### src/rtl/req_ack_scheduler.sv
// Round-robin arbiter sharing one req/ack responder between N_REQ clients,
// with a bounded ack window that ends in either a valid or an error pulse.
module req_ack_scheduler #(
    parameter int N_REQ    = 4,
    parameter int DATA_W   = 8,
    parameter int MAX_WAIT = 5
) (
    input  logic              clk,
    input  logic              rst_n,
    input  logic [N_REQ-1:0]  req_in,
    output logic [N_REQ-1:0]  grant,
    output logic              req,
    input  logic              ack,
    input  logic [DATA_W-1:0] data,
    output logic              valid,
    output logic [DATA_W-1:0] data_out,
    output logic              error,
    output logic              busy
);

    localparam int PW = (N_REQ > 1) ? $clog2(N_REQ) : 1;
    localparam int CW = $clog2(MAX_WAIT + 1);

    localparam logic [1:0] IDLE = 2'd0;
    localparam logic [1:0] REQ  = 2'd1;
    localparam logic [1:0] RESP = 2'd2;
    localparam logic [1:0] TOUT = 2'd3;

    logic [1:0]    state;
    logic [PW-1:0] ptr;
    logic [PW-1:0] owner;
    logic [PW-1:0] pick;
    logic [PW:0]   sum;
    logic [CW-1:0] cnt;

    // Scan from the highest offset down so the lowest offset from ptr wins.
    always_comb begin
        pick = '0;
        sum  = '0;
        for (int i = N_REQ - 1; i >= 0; i--) begin
            sum = {1'b0, ptr} + (PW + 1)'(i);
            if (sum >= (PW + 1)'(N_REQ))
                sum = sum - (PW + 1)'(N_REQ);
            if (req_in[sum[PW-1:0]])
                pick = sum[PW-1:0];
        end
    end

    always_ff @(posedge clk or negedge rst_n) begin
        if (!rst_n) begin
            state    <= IDLE;
            grant    <= '0;
            req      <= 1'b0;
            valid    <= 1'b0;
            error    <= 1'b0;
            data_out <= '0;
            busy     <= 1'b0;
            ptr      <= '0;
            owner    <= '0;
            cnt      <= '0;
        end else begin
            valid <= 1'b0;
            error <= 1'b0;
            unique case (state)
                IDLE: begin
                    if (|req_in) begin
                        state <= REQ;
                        owner <= pick;
                        grant <= {{(N_REQ-1){1'b0}}, 1'b1} << pick;
                        req   <= 1'b1;
                        busy  <= 1'b1;
                        cnt   <= '0;
                    end
                end
                REQ: begin
                    // Ack in the very first REQ cycle (cnt==0) is outside the window.
                    if (ack && cnt != '0) begin
                        data_out <= data;
                        valid    <= 1'b1;
                        req      <= 1'b0;
                        state    <= RESP;
                    end else if (cnt == CW'(MAX_WAIT)) begin
                        error <= 1'b1;
                        req   <= 1'b0;
                        state <= TOUT;
                    end else begin
                        cnt <= cnt + 1'b1;
                    end
                end
                RESP, TOUT: begin
                    grant <= '0;
                    busy  <= 1'b0;
                    state <= IDLE;
                    ptr   <= (owner == PW'(N_REQ - 1)) ? '0 : owner + 1'b1;
                end
                default: state <= IDLE;
            endcase
        end
    end

endmodule

### config.mk
export PLATFORM = sky130hd
export DESIGN_NAME = req_ack_scheduler
export DESIGN_NICKNAME = d
export VERILOG_FILES = /design/src/rtl/req_ack_scheduler.sv
export SDC_FILE = /design/constraint.sdc
export NUM_CORES = 1
export LEC_CHECK = 0
export BUFFER_PORTS_ARGS = -buffer_cell sky130_fd_sc_hd__buf_2
export CAP_MARGIN = 30
export CORE_AREA = 5 5 79 45
export DETAILED_ROUTE_END_ITERATION = 12
export DIE_AREA = 0 0 84 50
export GPL_ROUTABILITY_DRIVEN = 0
export GPL_TIMING_DRIVEN = 0
export PLACE_DENSITY = 0.73
export SYNTH_ARGS = -nofsm -noshare
export SYNTH_HDL_FRONTEND = slang
export SYNTH_SLANG_ARGS = --single-unit
### constraint.sdc
create_clock -name clk -period 1.7 [get_ports clk]
set_clock_uncertainty 0.15 [all_clocks]
set_input_delay 0.34 -clock clk [delete_from_list [all_inputs] [get_ports clk]]
set_output_delay 0.34 -clock clk [all_outputs]
set_load 0.1 [all_outputs]
**After elaboration in Yosys (flattened, before gate mapping)**

Cells that the tools add are included.

- Add/sub/neg operators: 9
- Order comparisons: 8
- Eq/ne operators: 9
- Shift operators: 1
- Mux-type cells: 37
- Reductions and logical operators: 13

Operator list:

| operator | number |
|---|---|
| $mux 2 | 12 |
| $lt 2x3->1 const B | 4 |
| $mux 1 | 12 |
| $ge 3x3->1 const B | 3 |
| $mux 3 | 3 |
| $bmux 1 s2 | 4 |
| $pmux 4 s2 | 1 |
| $reduce_and 2->1 | 4 |
| $sub 2x1->2 const B | 4 |
| $add 2x2->3 const B | 2 |
| $eq 2x2->1 const B | 3 |
| $ne 2x2->1 const B | 3 |
| $pmux 2 s3 | 1 |
| $pmux 3 s2 | 1 |
| $mux 4 | 1 |
| $pmux 1 s2 | 2 |
| $reduce_and 4->1 | 1 |
| $reduce_bool 2->1 | 2 |
| $reduce_or 4->1 | 1 |
| $shl 1x2->4 const A | 1 |
| $add 2x1->3 const B | 1 |
| $add 3x1->3 const B | 1 |
| $eq 3x3->1 const B | 1 |
| $ge 2x3->1 const B | 1 |
| other kinds (8) | 8 |

- Bits in registers: 25
- Bits of input ports: 15
- Output and inout bits: 16
- Logic and storage cells: 87

**Logic depth before layout (Yosys ltp)**

Gate-level depths: netlist (run 1).

- Depth in word-level cells: 12
- Depth in mapped cells: 6
- Depth with buffers taken out: 6

**Least setup slack after synthesis (run 1)**

No wires, ideal clock.

- Path kind: flip-flop to flip-flop
- Start: register cnt[0]
- End: register cnt[0]
- Setup time: 127 ps
- Arrival: 1218 ps
- Data required time: 1423 ps
- Slack: 206 ps
- Stages on the path, launching flop included: 6
- Buffers on the path: 0
- Period minus slack after synthesis: 1494 ps
- Cells stage by stage: dfrtp_1 -> ha_1 -> o21ai_0 -> a21oi_1 -> a21oi_1 -> o21ai_0

- Word-level cells in the longest chain between the ends: 4
- Elaborated cells on any way between the ends: 10
- Classes of those cells: add/sub (1); eq/ne (3); mux (3); reduce/logical (3)

Ends and longest elaborated chain:

| what | RTL line | text |
|---|---|---|
| start: declaration | 34 | `logic [CW-1:0] cnt;` |
| start signal: assignment | 87 | `cnt <= cnt + 1'b1;` |
| $add 3x1->3 or $reduce_bool 3->1 (tied branches) | 87, 77 |  |
| $mux 3 or $logic_and 1x1->1 (tied branches) | 82, 77 |  |
| $mux 3 or $ne 2x2->1 (tied branches) | -- |  |
| $pmux 3 s2 or $reduce_and 4->1 (tied branches) | -- |  |

Several ways; a longest one is shown, not always the timed one. The select of a mux whose other input is x is not followed.
A chain may end at the register's enable or synchronous reset.

**Final worst setup path (run 1)**

- Start: register cnt[0]
- End: register data_out[4]

- Word-level cells in the longest chain between the ends: 3

Ends and longest elaborated chain:

| what | RTL line | text |
|---|---|---|
| $reduce_bool 3->1 | 77 | `if (ack && cnt != '0) begin` |
| $logic_and 1x1->1 | 77 |  |
| $reduce_and 2->1 (no line) | -- |  |
| end signal: assignment | 78 | `data_out <= data;` |
| end: declaration | 16 | `output logic [DATA_W-1:0] data_out,` |

Every way passes these cells.

==> results of run 1 <==
==> registers in the layout (all words and copies together), names as in the netlist <==
name / cells
data_out: 8
cnt: 3
ptr: 2
owner: 2
state: 2
valid: 1
grant: 4
req: 1
error: 1
busy: 1
==> final cells by class <==
cell class / instances / area share
plain buffers: 2 / 0.0157
clock buffers: 3 / 0.0288
clock inverters: 1 / 0.00349
inverters: 8 / 0.0209
multi-input cells: 64 / 0.344
flip-flops and latches: 25 / 0.436
well taps: 40 / 0.0349
repair buffers: 32 / 0.117
==> cell usage after synthesis <==
cell      number
o21ai_2        1
a21oi_1        5
o31ai_2        1
o21bai_1       1
nor2_1         4
nor2b_1        2
o41ai_4        1
buf_6          2
nand2_2        1
mux2i_1        1
o21ai_0        9
or3_1          1
nand4_1        3
a221oi_1       1
mux2_2         9
a21boi_2       1
nand3_2        1
nand3b_1       3
ha_1           4
nand2b_1       3
a22oi_1        1
nand3b_2       1
or2_4          1
nand2_1        5
dfrtp_1       25
nor3_1         2
or2b_1         1
inv_1          8
o31ai_1        1
==> per-layer routing <==
layer | global-route usage | vias up
met1 | 0.145 | 398
met3 | 0.0499 | 2
met5 | 0 | -
met2 | 0.198 | 18
li1 | - | 427
met4 | 0.0321 | 0
==> cell families (layout without fill, tap and decap cells) <==
group,count (synthesis),after routing
flops,25,25
compound gates,22,22
buf+inv,10,46
mux,10,10
fa+ha+maj,4,4
simple gates,28,28
==> metrics by stage <==
step	std cells	hold slack [ps]	cell area [um2]	worst slack [ps]	TNS, ps
final	175	135	1440	82.2	0
after CTS	174	117	1420	42.9	0
after floorplan	99	-106	1170	206	0
after detailed placement	169	216	1370	17.4	0
after global routing	175	127	1440	-9.54	-31.1
after global placement	169	202	1370	54.1	0
==> placed cells by master, fill, tap and decap left out, types with 2 or more instances in the layout <==
master and n:
buf_2 30, dfrtp_1 25, mux2_2 9, inv_1 8
o21ai_0 7, nand2_1 5, nor2_1 4, a21oi_1 4
ha_1 4, nand2b_1 3, nand4_1 3, nand3b_1 3
clkbuf_8 3, nor2b_1 2, buf_6 2, nor3_1 2
o21ai_1 2
==> what timing repair did <==
| item | in CTS | in global routing |
|---|---|---|
| endpoints found under the hold margin | 25 | 0 |
| pin swaps | 0 | 1 |
| buffers inserted | 0 | 1 |
| setup endpoints to repair | 2 | 2 |
| gates resized for setup | 1 | 2 |
| hold buffers | 1 | 0 |
==> critical path, cell delays in order (launching register included) <==
cell      delay (ps)
dfrtp_1          390
inv_1             80
ha_1             220
a21boi_2         170
nand2_2          170
mux2_2           330
==> path summary, 6_finish.rpt <==
| kind | endpoint | cells past startpoint |
|---|---|---|
| max | data_out[4]$_DFFE_PN0P_ | 5 |
| max in group asynchronous | grant[1]$_DFFE_PN0P_ | 2 |
| min reg2reg | data_out[1]$_DFFE_PN0P_ | 1 |
| max reg2reg | data_out[4]$_DFFE_PN0P_ | 5 |
| min in group asynchronous | ptr[0]$_DFFE_PN0N_ | 2 |
| min | error$_DFF_PN0_ | 2 |
==> results.md, run 1 <==
- Compound-cell area share of the yosys netlist: 0.138
- Time the worst path needs with I/O delays and setup: 1620 ps
- FF+latch area: 626 um2
- Reg-to-reg setup timing slack: 80 ps
- Synth warn: 0
- Final Hold Vio Count: 0
- TritonCTS buffer count: 3
- Longest Clk Path Bufs: 2
- Synth area leader: dfrtp_1
- Synth-to-Final Area Change: 22.9%
- Starting Density: 0.417
- M1 WL: 1.10 mm
- H-tree depth: 1
- Die Ht: 50 um
- Via count: 845
- Share of layout cells above drive strength 1: 0.407
- DRC: 0
- DRT antenna net count: 0
- FMAX: 618 MHz
- Total Routing Usage GR: 0.120
- Horiz. Die Dim: 84 um
- Final Setup Violations: 0
- Worst-skew pair later-pin latency: 270 ps
- Crit Path Max Fanout: 9
- Post-synthesis average cell area: 11.8 um2
- Routed WL per cell: 14.0 um
- Critical Path Source: cnt[0]$_DFFE_PN0P_
- Max cap viols: 0
- Vias per cell: 4.83
- Post-Syn Area: 1170 um2
- Multi-input logic area: 493 um2
- Sink Count: 25
- Yosys top cell area share: 0.536
- Tcrit/Tclk final: 0.952
- Final WL: 2.45 mm
- CTS tree: yes
- Adder-Cell Fraction of Synth Area: 0.0429
- Largest family of logic cells by synthesized area: simple AND/OR/NAND/NOR gates
- Metal2 WL: 1.21 mm
- Clk root buf: clkbuf_8
- Mapped Cells: 99
- Die ar.: 4200 um2
- ANT cells: 0
- Clock slew at reported path FFs: 90 ps
- Slew HR: 0.629
- Synth Area in Simple Gates: 0.143
- FF-to-FF Start: cnt[0]$_DFFE_PN0P_
- Status: completed
- Tightest Pin Transition: 557 ps
- Critical Path End Type: flop
- Seq/Total Area, Yosys: 0.536
- Data arrival, critical path: 1630 ps
- Met3 WL post-DR: 124 um
- Yosys reg bits: 25
- Largest net degree at the start of global routing: 26
- First-pass GRT wire length: 3.94 mm
- Initial antenna violation count: 0
- Gr ovfl total: 0
- Layout Nets: 155
- Critical Setup Path Class: flop to flop
- Critical Path RT: 1710 ps
- Fin util: 0.512
- Worst min path class: input pin to flop
- Num rows: 14
- Top cells by area, synth: dfrtp_1, mux2_2, ha_1
- Hold Crit Start: ack
- Initial drt markers: 40
- Max-slew violation count: 0
- Critical path launch point type: flop
- DR top layer: met4
- DP Wirelength: 1.87 mm
- Syn_nets: 118
- Number of buffers added on ports: 30
- Fill count: 247
- I/O Pins: 31
- XOR/XNOR share of the synthesized area: 0
- Vias in the first global route: 831
- Synth unique cells: 29
- Core Area: 2800 um2
- Initial DRT Pass Iterations: 4
- Mux cell area share after synthesis: 0.0954
Power of run 1 is not shown: default switching activity piles up to over one toggle a cycle in this logic, so the estimate is an artifact.
==> run 2, diff against run 1 <==
==> constraint.sdc (replaced) <==
create_clock -name clk -period 1.7 [get_ports clk]
set_clock_uncertainty 0.15 [all_clocks]
set_input_delay 0.085 -clock clk [delete_from_list [all_inputs] [get_ports clk]]
set_output_delay 0.085 -clock clk [all_outputs]
set_load 0.1 [all_outputs]
==> run 2 against run 1 <==
Effect of this change:
- final cell count up 5.7%
- first-iteration DRC count up 68%
- count of clock-buffer cells in the layout unchanged
- sequential share of layout area down 2.8 points
- worst setup slack better by 5.8 ps
- core utilization up 3.5 points
- worst hold slack better by 9.9 ps
- register-to-register slack about the same
- routed wire length up 10%
- cell area up 6.8%
- global-route usage up 0.96 points
- critical endpoint unchanged
- largest cell class unchanged
==> results.md, run 2 (synthesis gave the netlist of run 1 again) <==
- Slew HR: 0.617 (-0.0121)
- Routed WL per cell: 14.6 um (+4.3%)
- Max cap viols: 0 (unchanged)
- Sink Count: 25 (unchanged)
- Clock slew at reported path FFs: 90 ps (about the same)
- Top Registers: data_out x8, grant x4, cnt x3
- Final Hold Vio Count: 0 (unchanged)
- Non-Filler Instances: 185 (+5.7%)
- Final WS setup: 88.0 ps (+5.75 ps)
- Worst min path class: input pin to flop
- Tcrit/Tclk final: 0.948 (-0.00338)
- Share of layout cells above drive strength 1: 0.386 (-0.0212)
- ANT cells: 0 (unchanged)
- Final WL: 2.70 mm (+10%)
- Core Area: 2800 um2 (unchanged)
- Gr ovfl total: 0 (unchanged)
- Die ar.: 4200 um2 (unchanged)
- Data arrival, critical path: 1620 ps (about the same)
- Final Setup Violations: 0 (unchanged)
- Number of buffers added on ports: 30 (unchanged)
- Setup TNS: 0 ps (unchanged)
- Initial DRT Pass Iterations: 3 (-1)
- Longest Clk Path Bufs: 2 (unchanged)
- Horiz. Die Dim: 84 um (unchanged)
- Placement Setup Slack: 17.4 ps (unchanged)
- Commonest non-fill, non-tap cells in the layout: buf_2, dfrtp_1, dlygate4sd3_1
- Commonest non-fill, non-tap cell in the layout: buf_2
- Max reg flops: 8 (unchanged)
- Initial drt markers: 67 (+68%)
- Critical path launch point type: flop
- Synth-to-Final Area Change: 31.3%
- Clk root buf: clkbuf_8
- CP max-delay cell: dfrtp_1
- Time the worst path needs with I/O delays and setup: 1610 ps (-5.75 ps)
- CTS tree: yes
- Total Routing Usage GR: 0.129 (+0.00958)
- I/O Pins: 31 (unchanged)
- Layout Nets: 165 (+6.5%)
- Cell count after placement: 169 (unchanged)
- H-tree depth: 1 (unchanged)
- Worst-skew pair later-pin latency: 270 ps (about the same)
- Status: completed
- Reg with most FFs: data_out
- Max-slew violation count: 0 (unchanged)
- Critical Path RT: 1710 ps (about the same)
- Vias per cell: 4.85 (+0.42%)
- Tightest Pin Transition: 575 ps (+18.2 ps)
- Hold WS: 145 ps (+9.86 ps)
- DRT antenna net count: 0 (unchanged)
- Critical Setup Path Class: flop to flop
- Initial antenna violation count: 0 (unchanged)
- Starting Density: 0.417 (unchanged)
- Worst-path cell chain: inv_1 -> ha_1 -> a21boi_2 -> nand2_2 -> mux2_2
- Largest net degree at the start of global routing: 26 (unchanged)
- DP Wirelength: 1.87 mm (unchanged)
- Num rows: 14 (unchanged)
- DRC: 0 (unchanged)
- FMAX: 620 MHz (+0.36%)
- Via count: 897 (+6.2%)
- Crit Path Max Fanout: 9 (unchanged)
- Die Ht: 50 um (unchanged)
- Vias in the first global route: 875 (+5.3%)
- TritonCTS buffer count: 3 (unchanged)
- First-pass GRT wire length: 4.22 mm (+7.2%)
- Critical Path End Type: flop
- CP peak stage delay: 390 ps (about the same)
==> run 2: final cells by class <==
cell class / count / area, um2
fillers: 239 / 1270
flip-flops and latches: 25 / 626
multi-input cells: 64 / 493
repair buffers: 42 / 265
well taps: 40 / 50.0
clock buffers: 3 / 41.3
inverters: 8 / 30.0
plain buffers: 2 / 22.5
clock inverters: 1 / 5.00
==> run 2: final timing paths <==
check                                        start  slack (ps)  cells past startpoint                       to
hold / removal                           req_in[2]         140                      4     grant[1]$_DFFE_PN0P_
max in group asynchronous                    rst_n         820                      2     grant[0]$_DFFE_PN0P_
hold reg to reg            data_out[0]$_DFFE_PN0P_         360                      1  data_out[0]$_DFFE_PN0P_
min in group asynchronous                    rst_n         200                      2  data_out[6]$_DFFE_PN0P_
setup / recovery                cnt[0]$_DFFE_PN0P_          90                      5  data_out[4]$_DFFE_PN0P_
setup reg to reg                cnt[0]$_DFFE_PN0P_          90                      5  data_out[4]$_DFFE_PN0P_
==> run 2: what timing repair did <==
action | 4_1_cts | 5_1_grt
endpoints found under the setup margin | 2 | 2
setup buffers | 0 | 2
resized for setup | 1 | 3
cloned | 0 | 0
endpoints found under the hold margin | 34 | 0
pin swaps | 0 | 1
hold buffers | 10 | 0
==> run 2: layer usage <==
layer / wire [um] / up-vias / GRT usage
met2: 1410 / 12 / 0.224
met4: 9 / 0 / 0.0321
met1: 1170 / 445 / 0.151
li1: - / 438 / -
met5: 0 / - / 0
met3: 114 / 2 / 0.0516
==> run 2: through the flow <==
step            util  instance area [um2]
5_1_grt        0.547                 1530
6_report       0.547                 1530
2_1_floorplan      -                 1170
3_5_place_dp   0.488                 1370
3_3_place_gp   0.488                 1370
4_1_cts        0.540                 1510
==> run 2: critical path, delay by kind of cell (launching register included) <==
family / cells / cell delay (ps)
AND/OR/NAND/NOR: 1 / 180
AO/OA/AOI/OAI: 1 / 160
multiplexers: 1 / 330
flip-flops: 1 / 390
adder cells (fa/ha/maj): 1 / 220
buffers and inverters: 1 / 80
Power of run 2 is left out for the same reason.
